==> src/rtl/alu_pkg.sv <==
// Shared definitions for the ALU HI/LO unit's sequential divider.
// Provides the operand width, the iteration count and the divider FSM state
// type, plus a small two's-complement magnitude helper.
package alu_pkg;

  localparam int WIDTH     = 32;
  localparam int DIV_ITERS = 32;
  localparam int CNT_W     = $clog2(DIV_ITERS);

  typedef enum logic [1:0] {IDLE, RUN, FIX, DONE} div_state_t;

  // Unsigned magnitude of a two's-complement value; the most negative value
  // maps onto itself, which read unsigned is exactly its magnitude.
  function automatic logic [WIDTH-1:0] mag(input logic [WIDTH-1:0] v);
    return v[WIDTH-1] ? (~v + 1'b1) : v;
  endfunction

endpackage

==> src/rtl/div_step.sv <==
// One restoring division iteration, purely combinational.
// Ports:
//   r      in   partial remainder (WIDTH+1 bits)
//   q      in   quotient/dividend shift register
//   dvsr   in   divisor magnitude
//   r_next out  partial remainder after this iteration
//   q_next out  shift register with the new quotient bit in bit 0
module div_step
  import alu_pkg::*;
(
  input  logic [WIDTH:0]   r,
  input  logic [WIDTH-1:0] q,
  input  logic [WIDTH-1:0] dvsr,
  output logic [WIDTH:0]   r_next,
  output logic [WIDTH-1:0] q_next
);

  logic [WIDTH+1:0] sh;
  logic [WIDTH+1:0] trial;
  logic             neg;

  // {R,Q} shifted left by one: the dividend MSB moves into the remainder.
  assign sh    = {r, q[WIDTH-1]};
  // Extra headroom bit so the top bit of trial is a clean borrow flag.
  assign trial = sh - {2'b00, dvsr};
  assign neg   = trial[WIDTH+1];

  assign r_next = neg ? sh[WIDTH:0] : trial[WIDTH:0];
  assign q_next = {q[WIDTH-2:0], ~neg};

endmodule

==> src/rtl/divider.sv <==
// Sequential signed divider for the HI/LO unit. Restoring shift-subtract on
// operand magnitudes, one quotient bit per clock, then sign correction so
// results match Verilog signed / and % (truncate toward zero, remainder takes
// the dividend's sign).
// Ports:
//   clk          rising-edge clock
//   reset        asynchronous active-high reset
//   start        request, sampled only in IDLE
//   Dvnd, Dvsr   dividend / divisor, two's complement, held for the accept cycle
//   Y            {remainder, quotient}, registered, held until the next completion
//   busy         high from accept until the edge that raises done
//   done         one-cycle completion pulse
//   div_by_zero  set with done when the divisor was zero, held with Y
module divider
  import alu_pkg::*;
(
  input  logic               clk,
  input  logic               reset,
  input  logic               start,
  input  logic [WIDTH-1:0]   Dvnd,
  input  logic [WIDTH-1:0]   Dvsr,
  output logic [2*WIDTH-1:0] Y,
  output logic               busy,
  output logic               done,
  output logic               div_by_zero
);

  div_state_t       state;
  logic [CNT_W-1:0] cnt;
  logic [WIDTH:0]   r_q;
  logic [WIDTH-1:0] q_q;
  logic [WIDTH-1:0] dvsr_mag;
  logic             sign_q;
  logic             sign_r;
  logic             dbz_pend;

  logic [WIDTH:0]   r_next;
  logic [WIDTH-1:0] q_next;
  logic [WIDTH-1:0] quo_fix;
  logic [WIDTH-1:0] rem_fix;

  div_step u_step (
    .r      (r_q),
    .q      (q_q),
    .dvsr   (dvsr_mag),
    .r_next (r_next),
    .q_next (q_next)
  );

  // Negation wraps, so -2^31 / -1 naturally yields 0x8000_0000.
  assign quo_fix = sign_q ? (~q_q + 1'b1) : q_q;
  assign rem_fix = sign_r ? (~r_q[WIDTH-1:0] + 1'b1) : r_q[WIDTH-1:0];

  always_ff @(posedge clk or posedge reset) begin
    if (reset) begin
      state       <= IDLE;
      cnt         <= '0;
      r_q         <= '0;
      q_q         <= '0;
      dvsr_mag    <= '0;
      sign_q      <= 1'b0;
      sign_r      <= 1'b0;
      dbz_pend    <= 1'b0;
      Y           <= '0;
      busy        <= 1'b0;
      done        <= 1'b0;
      div_by_zero <= 1'b0;
    end else begin
      case (state)
        IDLE: begin
          if (start) begin
            dvsr_mag <= mag(Dvsr);
            sign_q   <= Dvnd[WIDTH-1] ^ Dvsr[WIDTH-1];
            sign_r   <= Dvnd[WIDTH-1];
            r_q      <= '0;
            cnt      <= '0;
            busy     <= 1'b1;
            if (Dvsr == '0) begin
              // Raw dividend parked in Q so FIX can return it in the HI half.
              q_q      <= Dvnd;
              dbz_pend <= 1'b1;
              state    <= FIX;
            end else begin
              q_q      <= mag(Dvnd);
              dbz_pend <= 1'b0;
              state    <= RUN;
            end
          end
        end
        RUN: begin
          r_q <= r_next;
          q_q <= q_next;
          cnt <= cnt + 1'b1;
          if (cnt == CNT_W'(DIV_ITERS - 1)) state <= FIX;
        end
        FIX: begin
          Y           <= dbz_pend ? {q_q, {WIDTH{1'b1}}} : {rem_fix, quo_fix};
          div_by_zero <= dbz_pend;
          state       <= DONE;
        end
        DONE: begin
          // Two cycles here: the first raises done, the second drops it.
          // Staying in DONE while done is high keeps a start in that cycle
          // from being taken.
          if (!done) begin
            done <= 1'b1;
            busy <= 1'b0;
          end else begin
            done  <= 1'b0;
            state <= IDLE;
          end
        end
        default: state <= IDLE;
      endcase
    end
  end

endmodule

==> config.mk <==
export PLATFORM = sky130hd
export DESIGN_NAME = divider
export DESIGN_NICKNAME = d
export VERILOG_FILES = /design/src/rtl/alu_pkg.sv /design/src/rtl/div_step.sv /design/src/rtl/divider.sv
export SDC_FILE = /design/constraint.sdc
export NUM_CORES = 1
export LEC_CHECK = 0
export ABC_AREA = 1
export BUFFER_PORTS_ARGS = -buffer_cell sky130_fd_sc_hd__buf_2
export CAP_MARGIN = 20
export CELL_PAD_IN_SITES_DETAIL_PLACEMENT = 2
export CELL_PAD_IN_SITES_GLOBAL_PLACEMENT = 2
export CORE_ASPECT_RATIO = 2
export CORE_UTILIZATION = 33
export DETAILED_ROUTE_END_ITERATION = 8
export PLACE_DENSITY = 0.83
export SLEW_MARGIN = 10
export SYNTH_ARGS = -nofsm -noshare
export SYNTH_HDL_FRONTEND = slang
export SYNTH_SLANG_ARGS = --single-unit
==> constraint.sdc <==
create_clock -name clk -period 5.58 [get_ports clk]
set_clock_uncertainty 0.05 [all_clocks]
set_input_delay 0.279 -clock clk [delete_from_list [all_inputs] [get_ports clk]]
set_output_delay 0.279 -clock clk [all_outputs]
set_load 0.02 [all_outputs]
# --- After elaboration in Yosys (flattened, before gate mapping) ---
# Cells that the tools add are included.
word_totals:
  output_inout_bits: 67
  input_bits: 67
  word_cells: 63
  regBits: 174
classes:
  n_mux: 23
  bitwise: 6
  addsub: 6
  n_reduce_logical: 8
  eq_ne: 8
op_table:
  columns: ["operator", "n"]
  rows:
  - ["$mux 32", 6]
  - ["$add 32x1->32 const B", 4]
  - ["$not 32->32", 4]
  - ["$mux 33", 2]
  - ["$pmux 33 s2", 1]
  - ["$mux 64", 1]
  - ["$pmux 32 s2", 1]
  - ["$sub 34x32->34", 1]
  - ["$logic_not 32->1", 1]
  - ["$pmux 5 s2", 1]
  - ["$mux 2", 4]
  - ["$ne 2x2->1 const B", 4]
  - ["$pmux 2 s4", 1]
  - ["$reduce_and 3->1", 2]
  - ["$add 5x1->5 const B", 1]
  - ["$eq 5x5->1 const B", 1]
  - ["$mux 5", 1]
  - ["$eq 2x2->1 const B", 2]
  - ["$mux 1", 4]
  - ["$reduce_and 2->1", 2]
  - ["$reduce_bool 2->1", 2]
  - ["$eq 2x1->1 const B", 1]
  - ["$logic_not 2->1", 1]
  - ["$pmux 1 s2", 1]
  - ["2 further kinds", 2]

# --- Logic depth before layout (Yosys ltp) ---
# Gate-level depths: netlist of the first run.
logic_depth:
  ltp_word: 6
  ltp_mapped: 18
  mapped_depth_nobuf: 17

# --- Hierarchy ---
# Synthesis of the first run repeated with hierarchy kept, for this count alone.
unflattened:
  cells_unflattened: 2399
  hier_area_um2: 15084.5
by_module_without_submodules:
  columns: ["mod", "area_per_inst_um2", "seq_area_each_um2", "cells_each", "n_inst"]
  rows:
  - ["divider", 11041.8, 4354.2, 1647, 1]
  - ["div_step", 4042.6, 0.0, 752, 1]

# --- Worst setup path after synthesis of the first run ---
# Ideal clock, no wire load.
synth_path:
  kind: "reg-to-reg"
  startpoint: "reg q_q[31]"
  endpoint: "reg r_q[28]"
  synth_period_minus_slack_ns: 2.113
  path_stages_with_launch: 17
  required_time_ns: 5.413
  setup_time_ns: 0.117
  setup_slack_ns: 3.467
  path_buffers: 0
  t_arrival_ns: 1.945
  path_cell_list: "dfrtp_1 inv_1 ha_1 inv_1 fa_1 nand3_1 nand3_1 nand2_1 nand2_1 nand2_1 nand2_1 nand2_1 nand3b_1 nand2_1 nand3_1 nand3_1 nand2_1"
synth_via:
  elab_chain_len: 3
synth_rtl:
  columns: ["element", "line_no", "source"]
  rows:
  - ["start, declared", "divider.sv:31", "logic [WIDTH-1:0] q_q;"]
  - ["start signal, assigned", "divider.sv:80", "q_q <= Dvnd;"]
  - ["start signal, assigned", "divider.sv:84", "q_q <= mag(Dvnd);"]
  - ["start signal, assigned", "divider.sv:92", "q_q <= q_next;"]
  - ["$sub 34x32->34", "div_step.sv:25", "assign trial = sh - {2'b00, dvsr};"]
  - ["$mux 33", "div_step.sv:28", "assign r_next = neg ? sh[WIDTH:0] : trial[WIDTH:0];"]
  - ["$pmux 33 s2", "divider.sv:69", "case (state)"]
  - ["end signal, assigned", "divider.sv:91", "r_q <= r_next;"]
  - ["end, declared", "divider.sv:30", "logic [WIDTH:0] r_q;"]
# Every way passes these cells.
# A chain may end at the register's enable or synchronous reset.

# --- Final worst setup path of the first run ---
layout_path:
  startpoint: "reg q_q[31]"
  endpoint: "reg r_q[32]"
# Same word-level chain as after synthesis.

==> flow_summary.ini, run 1 <==
[sta]
layout_worst_path_cycle_share_pct = 56.5
clock.fmax_ghz = 0.317
hold_violations = 0
tightest_slew_ns = 1.09
rsz0062_at_grt = no
fin_tns_setup_ns = 0
fin_ws_ns = 2.43
setup_violations = 0
min_period_ns = 3.15
slew_headroom_pct = 27.0
maxSlewViolCount = 0

[floorplan]
start_util_pct = 33.6
die_x_um = 148
design.die.area_um2 = 43700
core.rowCount = 106
io_pins = 134
die_y_um = 295
core_area_um2 = 42000

[clock_network]
cts.sinks = 174
cts_tree = built
cts-root-buf = clkbuf_16
cts_made_buffers = 17
clkLatencyLatePin_ns = 0.47
clockBufferDepth = 2
htree_levels = 4
cts_resized = 0
clk_pin_slew_ns = 0.08

[power]
p_per_area_nw_per_um2 = 683
ir_worst_vdd_mv = 0.185
power_leakage_nw = 8.24

[worst_setup_path]
setup.worst_path.start_class = register
rr_endpoint = r_q[32]
setup.worst_path.class = register to register
critPathCaptureType = register
worstPathRequired_ns = 5.93
critical_path.max_fanout = 4
critPathArrivalTime_ns = 3.51
r2r_slack_ns = 2.43
r2r-start = q_q[31]
worst_r2r_path_depth = 17

[layout]
drive_gt1_share_pct = 10.2
fillers = 5307
area_growth_pct = 11.7
nets = 2426
antenna_cells = 0
final_common_cell = nand2_1
final_cell_mix = 674 x nand2_1, 341 x inv_1, 271 x nand3_1
fin_cells = 2868

[synthesis]
ys_seq_area_share_pct = 30.8
syn_avg_cell_area_um2 = 6.35
synth_top_area_share_pct = 30.8
ys_ff_latch = 174
synth_cell_types = 50
async_flop_share_pct = 100
synth-xor-area-share_pct = 3.28
syn_inst = 2226
yosys_warnings = 0
syn_area_um2 = 14100
synth_fp_nets = 2336
synth-compound-area-share_pct = 10.7
synth-edff-count = 0
synth_top_flop_cell = dfrtp_1
synthSimpleGateAreaFrac_pct = 39.1
yosys.area_share.adder_pct = 3.86
yosysTopAreaCell = dfrtp_1
synth_top_family_by_area = simple AND/OR/NAND/NOR gates
synth_area_leaders = dfrtp_1 31%, nand2_1 18%, nand3_1 9.6%
synthMuxAreaShare_pct = 0.0708

[grt]
track_usage_pct = 30.2
grt_pass1_wl_um = 98900
antenna_found_initial = 0
grt_max_degree = 89
overflow = 0
first_global_vias = 17711

[hold_path]
hp-class = input port to register
hp-start = Dvsr[0]
min_to = dvsr_mag[0]
whs_path_depth = 3

[drt]
drt-total-wl_um = 63800
drtPass1Iterations = 4
route.vias.total = 15616
viasPerCell = 5.44
wl_per_cell_um = 22.2
drc = 0
dr.first_iter.drc_count = 389
detail-route-antenna-nets = 0

[place]
place_inst = 2836
dp_slack_ns = 2.54
place_congestion = 0.953
port_buffers = 133
hpwl_um = 51900

[run_status]
status = completed

[flow_run]
drv_cap = 0
metal layers:
layer | track usage (%) | vias to the layer above | wire (um)
met3 | 2.79 | 214 | 1440
met4 | 24.5 | 0 | 5600
met1 | 26.3 | 7732 | 20700
met2 | 60.7 | 367 | 36100
met5 | 0 | - | 0
li1 | - | 7303 | -
stage by stage:
step                power (mW)  hold slack (ns)  instance area, um2  utilization, %
floorplan                 7.12            0.387               14100               -
global placement          9.08            0.408               15200            36.1
detailed placement        9.49            0.421               15200            36.1
CTS                       10.8           0.0711               15800            37.5
global route              11.7            0.102               15800            37.5
finish                    10.8           0.0635               15800            37.5
kinds of logic after synthesis:
group / count (synthesis)
multiplexers: 1
XOR/XNOR: 53
AO/OA/AOI/OAI: 261
buffers and inverters: 426
adder cells (fa/ha/maj): 43
flip-flops: 174
AND/OR/NAND/NOR: 1268
state kept, by name (all words and copies together), names as in the netlist:
register,count
sign_r,1
done,1
div_by_zero,1
cnt,5
dbz_pend,1
r_q,33
Y,64
state,2
q_q,32
busy,1
sign_q,1
dvsr_mag,32
layout make-up:
cell class              instances  area [um2]  share of cell area [%]
clock buffers                  19         453                    2.87
clock inverters                12         124                   0.785
well taps                     540         676                    4.28
multi-input cells            1626        8080                    51.2
repair buffers                149         788                    4.99
inverters                     348        1310                    8.31
flip-flops and latches        174        4350                    27.6
cells in the mapped netlist (5+ instances only):
| cell | number |
|---|---|
| buf_1 | 5 |
| nand2_2 | 7 |
| inv_2 | 5 |
| nand4_1 | 39 |
| inv_1 | 342 |
| o211ai_1 | 22 |
| nor2_2 | 10 |
| nand3_1 | 271 |
| ha_1 | 42 |
| a31oi_1 | 15 |
| buf_6 | 11 |
| buf_4 | 6 |
| buf_2 | 7 |
| dfrtp_1 | 174 |
| clkbuf_1 | 48 |
| nand3_2 | 9 |
| nand2_1 | 675 |
| xor2_1 | 33 |
| o221ai_1 | 13 |
| xnor2_1 | 20 |
| and2_1 | 8 |
| nor3_1 | 25 |
| o21bai_1 | 5 |
| nand3b_1 | 10 |
| o21ai_0 | 106 |
| a21oi_1 | 49 |
| o22ai_1 | 24 |
| o21ai_1 | 14 |
| nor2_1 | 188 |
worst max path at each step:
stage	endpoint	startpoint	slack [ns]	cells after the start
floorplan	Y[0]	reset	0.53	1
global placement	Y[23]	state[0]	2.61	11
detailed placement	r_q[32]	q_q[31]	2.54	17
CTS	r_q[32]	q_q[31]	2.41	17
global route	r_q[32]	q_q[31]	2.22	17
finish	r_q[32]	q_q[31]	2.43	17
report_power, final:
| part | switching (mW) | internal (mW) | leakage [nW] | total [mW] |
|---|---|---|---|---|
| combinational | 4.93 | 2.13 | 5.81 | 7.06 |
| sequential | 0.632 | 1.84 | 2.15 | 2.48 |
| clock | 0.592 | 0.649 | 0.289 | 1.24 |
timing repair:
item	in CTS	in global routing
hold endpoints to repair	43	0
setup buffers	0	0
hold buffers	1	0
worst max-delay path: stages, from the launching register on:
cell and delay, ns:
dfrtp_1 0.41, inv_1 0.32, ha_1 0.22, inv_1 0.10
fa_1 0.47, nand3_1 0.10, nand3_1 0.19, nand2_1 0.13
nand2_1 0.15, nand2_1 0.09, nand2_1 0.18, nand2_1 0.17
nand2_1 0.07, nand2_1 0.08, nand2_1 0.07, nand3_1 0.09
nand3_1 0.11, nand2_1 0.08
Note: power is estimated with default switching activity, not from simulation.
==> run 2, diff against run 1 <==
--- a/config.mk
+++ b/config.mk
@@ -11,9 +11,9 @@
 export CELL_PAD_IN_SITES_DETAIL_PLACEMENT = 2
 export CELL_PAD_IN_SITES_GLOBAL_PLACEMENT = 2
 export CORE_ASPECT_RATIO = 2
-export CORE_UTILIZATION = 33
+export CORE_UTILIZATION = 30
 export DETAILED_ROUTE_END_ITERATION = 8
-export PLACE_DENSITY = 0.83
+export PLACE_DENSITY = 0.8
 export SLEW_MARGIN = 10
 export SYNTH_ARGS = -nofsm -noshare
 export SYNTH_HDL_FRONTEND = slang
==> constraint.sdc (replaced) <==
create_clock -name clk -period 2.6 [get_ports clk]
set_clock_uncertainty 0.05 [all_clocks]
set_input_delay 0.13 -clock clk [delete_from_list [all_inputs] [get_ports clk]]
set_output_delay 0.13 -clock clk [all_outputs]
set_load 0.02 [all_outputs]
==> flow_summary.ini, run 2 (synthesized netlist as in run 1, its figures left out) <==
[sta]
maxSlewViolCount = 0
rsz0062_at_grt = yes
clock.fmax_ghz = 0.401
tightest_slew_ns = 0.623
slew_headroom_pct = 58.5
layout_worst_path_cycle_share_pct = 95.9
hold_violations = 0
setup_violations = 0
min_period_ns = 2.49

[power]
p_per_area_nw_per_um2 = 1450
finalPower_mw = 24.9
ir_worst_vdd_mv = 0.514
power_leakage_nw = 8.85

[hold_path]
hp-class = input port to register

[drt]
wl_per_cell_um = 21.8
drtPass1Iterations = 5
highest_layer = met4
wl_met1_um = 22000
viasPerCell = 5.26
drc = 0
wl_met3_um = 1440
dr.first_iter.drc_count = 571
route.vias.total = 16173
route.met2.wl_um = 37900
drt-total-wl_um = 67000
detail-route-antenna-nets = 0

[grt]
overflow = 0
grt_pass1_wl_um = 103000
grt_max_degree = 88
first_global_vias = 18444
antenna_found_initial = 2
track_usage_pct = 28.6

[place]
hpwl_um = 54500
port_buffers = 133
place_congestion = 0.959
place_inst = 3008

[clock_network]
cts_made_buffers = 17
cts_tree = built
cts-root-buf = clkbuf_16
clkLatencyLatePin_ns = 0.48
clockBufferDepth = 2
clk_pin_slew_ns = 0.07
htree_levels = 4
cts.sinks = 174

[layout]
top_regs = Y x64, r_q x33
fillers = 5749
largest-register = Y
largest_reg_flops = 64
multi_input_area_um2 = 8240
final_core_util_pct = 36.9
fin_cells = 3077
drive_gt1_share_pct = 14.4
final_cell_mix = 669 x nand2_1, 340 x inv_1, 270 x nand3_1
final_common_cell = nand2_1
area_growth_pct = 21.4
regArea_um2 = 4350
nets = 2547

[floorplan]
die_x_um = 155
start_util_pct = 30.4
core_area_um2 = 46500
io_pins = 134
design.die.area_um2 = 48000
core.rowCount = 112
die_y_um = 309

[worst_setup_path]
critPathCaptureType = register
critPathArrivalTime_ns = 2.81
setup.worst_path.start_class = register
setup.worst_path.class = register to register
critical_path.max_fanout = 9
worstPathRequired_ns = 2.91

[run_status]
status = completed

[flow_run]
drv_cap = 0
run 2: changes by cell type in the layout (fill, tap and decap cells not counted), sizes merged:
| cell | previous run | this run |
|---|---|---|
| buf | 148 | 235 |
| diode | 0 | 1 |
| dlygate4sd3 | 1 | 35 |
| bufinv | 1 | 2 |
| clkinvlp | 0 | 2 |
| inv | 354 | 351 |
run 2: critical path: stages (launching register included):
cell and delay, ns:
dfrtp_1 0.46, ha_1 0.41, inv_1 0.10, o21ai_0 0.13
a21oi_1 0.21, nand2_1 0.16, nor2_4 0.21, nand2_4 0.10
nand2_4 0.08, buf_4 0.18, nand3_1 0.11, nand3_1 0.12
nand2_1 0.07
run 2: cell type report:
class	count	area share, %
Antenna cell	1	0.0146
Multi-Input combinational cell	1626	48.0
Clock inverter	12	0.882
Sequential cell	174	25.4
Inverter	348	7.63
Clock buffer	19	2.52
Timing Repair Buffer	270	11.0
Tap cell	627	4.57
run 2: path summary, 6_finish.rpt:
check / startpoint / slack [ns] / cells after the start / endpoint
min in group asynchronous: reset / 0.25 / 4 / q_q[31]
hold reg to reg: dvsr_mag[26] / 0.43 / 2 / dvsr_mag[26]
setup / recovery: r_q[29] / 0.11 / 12 / r_q[23]
max in group asynchronous: reset / 1.69 / 4 / Y[63]
setup reg to reg: r_q[29] / 0.11 / 12 / r_q[23]
hold / removal: Dvsr[6] / 0.007 / 3 / dvsr_mag[6]
run 2: power breakdown:
group	internal (mW)	switching, mW
clock	1.44	1.27
sequential	3.96	1.24
combinational	5.63	11.3
total	11.0	13.9
run 2: repair_timing:
item	in CTS	in global routing
hold buffers	35	0
setup buffers	0	2
setup endpoints to repair	23	44
resized for setup	4	34
pin swaps	0	1
hold endpoints to repair	208	0
run 2: metrics by stage:
stage | hold WS [ns] | worst slack [ns] | TNS (ns) | area, um2
global placement | 0.292 | -0.254 | -0.254 | 16000
global route | 0.0287 | -0.00789 | -0.0116 | 17200
CTS | 0.00606 | 0.00448 | 0 | 17000
finish | 0.00724 | 0.106 | 0 | 17200
detailed placement | 0.282 | -0.391 | -0.391 | 16000
floorplan | 0.238 | 0.195 | 0 | 14100
run 2: per-layer routing:
metal,up-vias,GRT usage [%]
li1,7548,-
met1,8059,25.3
met2,367,56.9
met3,199,2.89
met4,0,23.8
met5,-,0
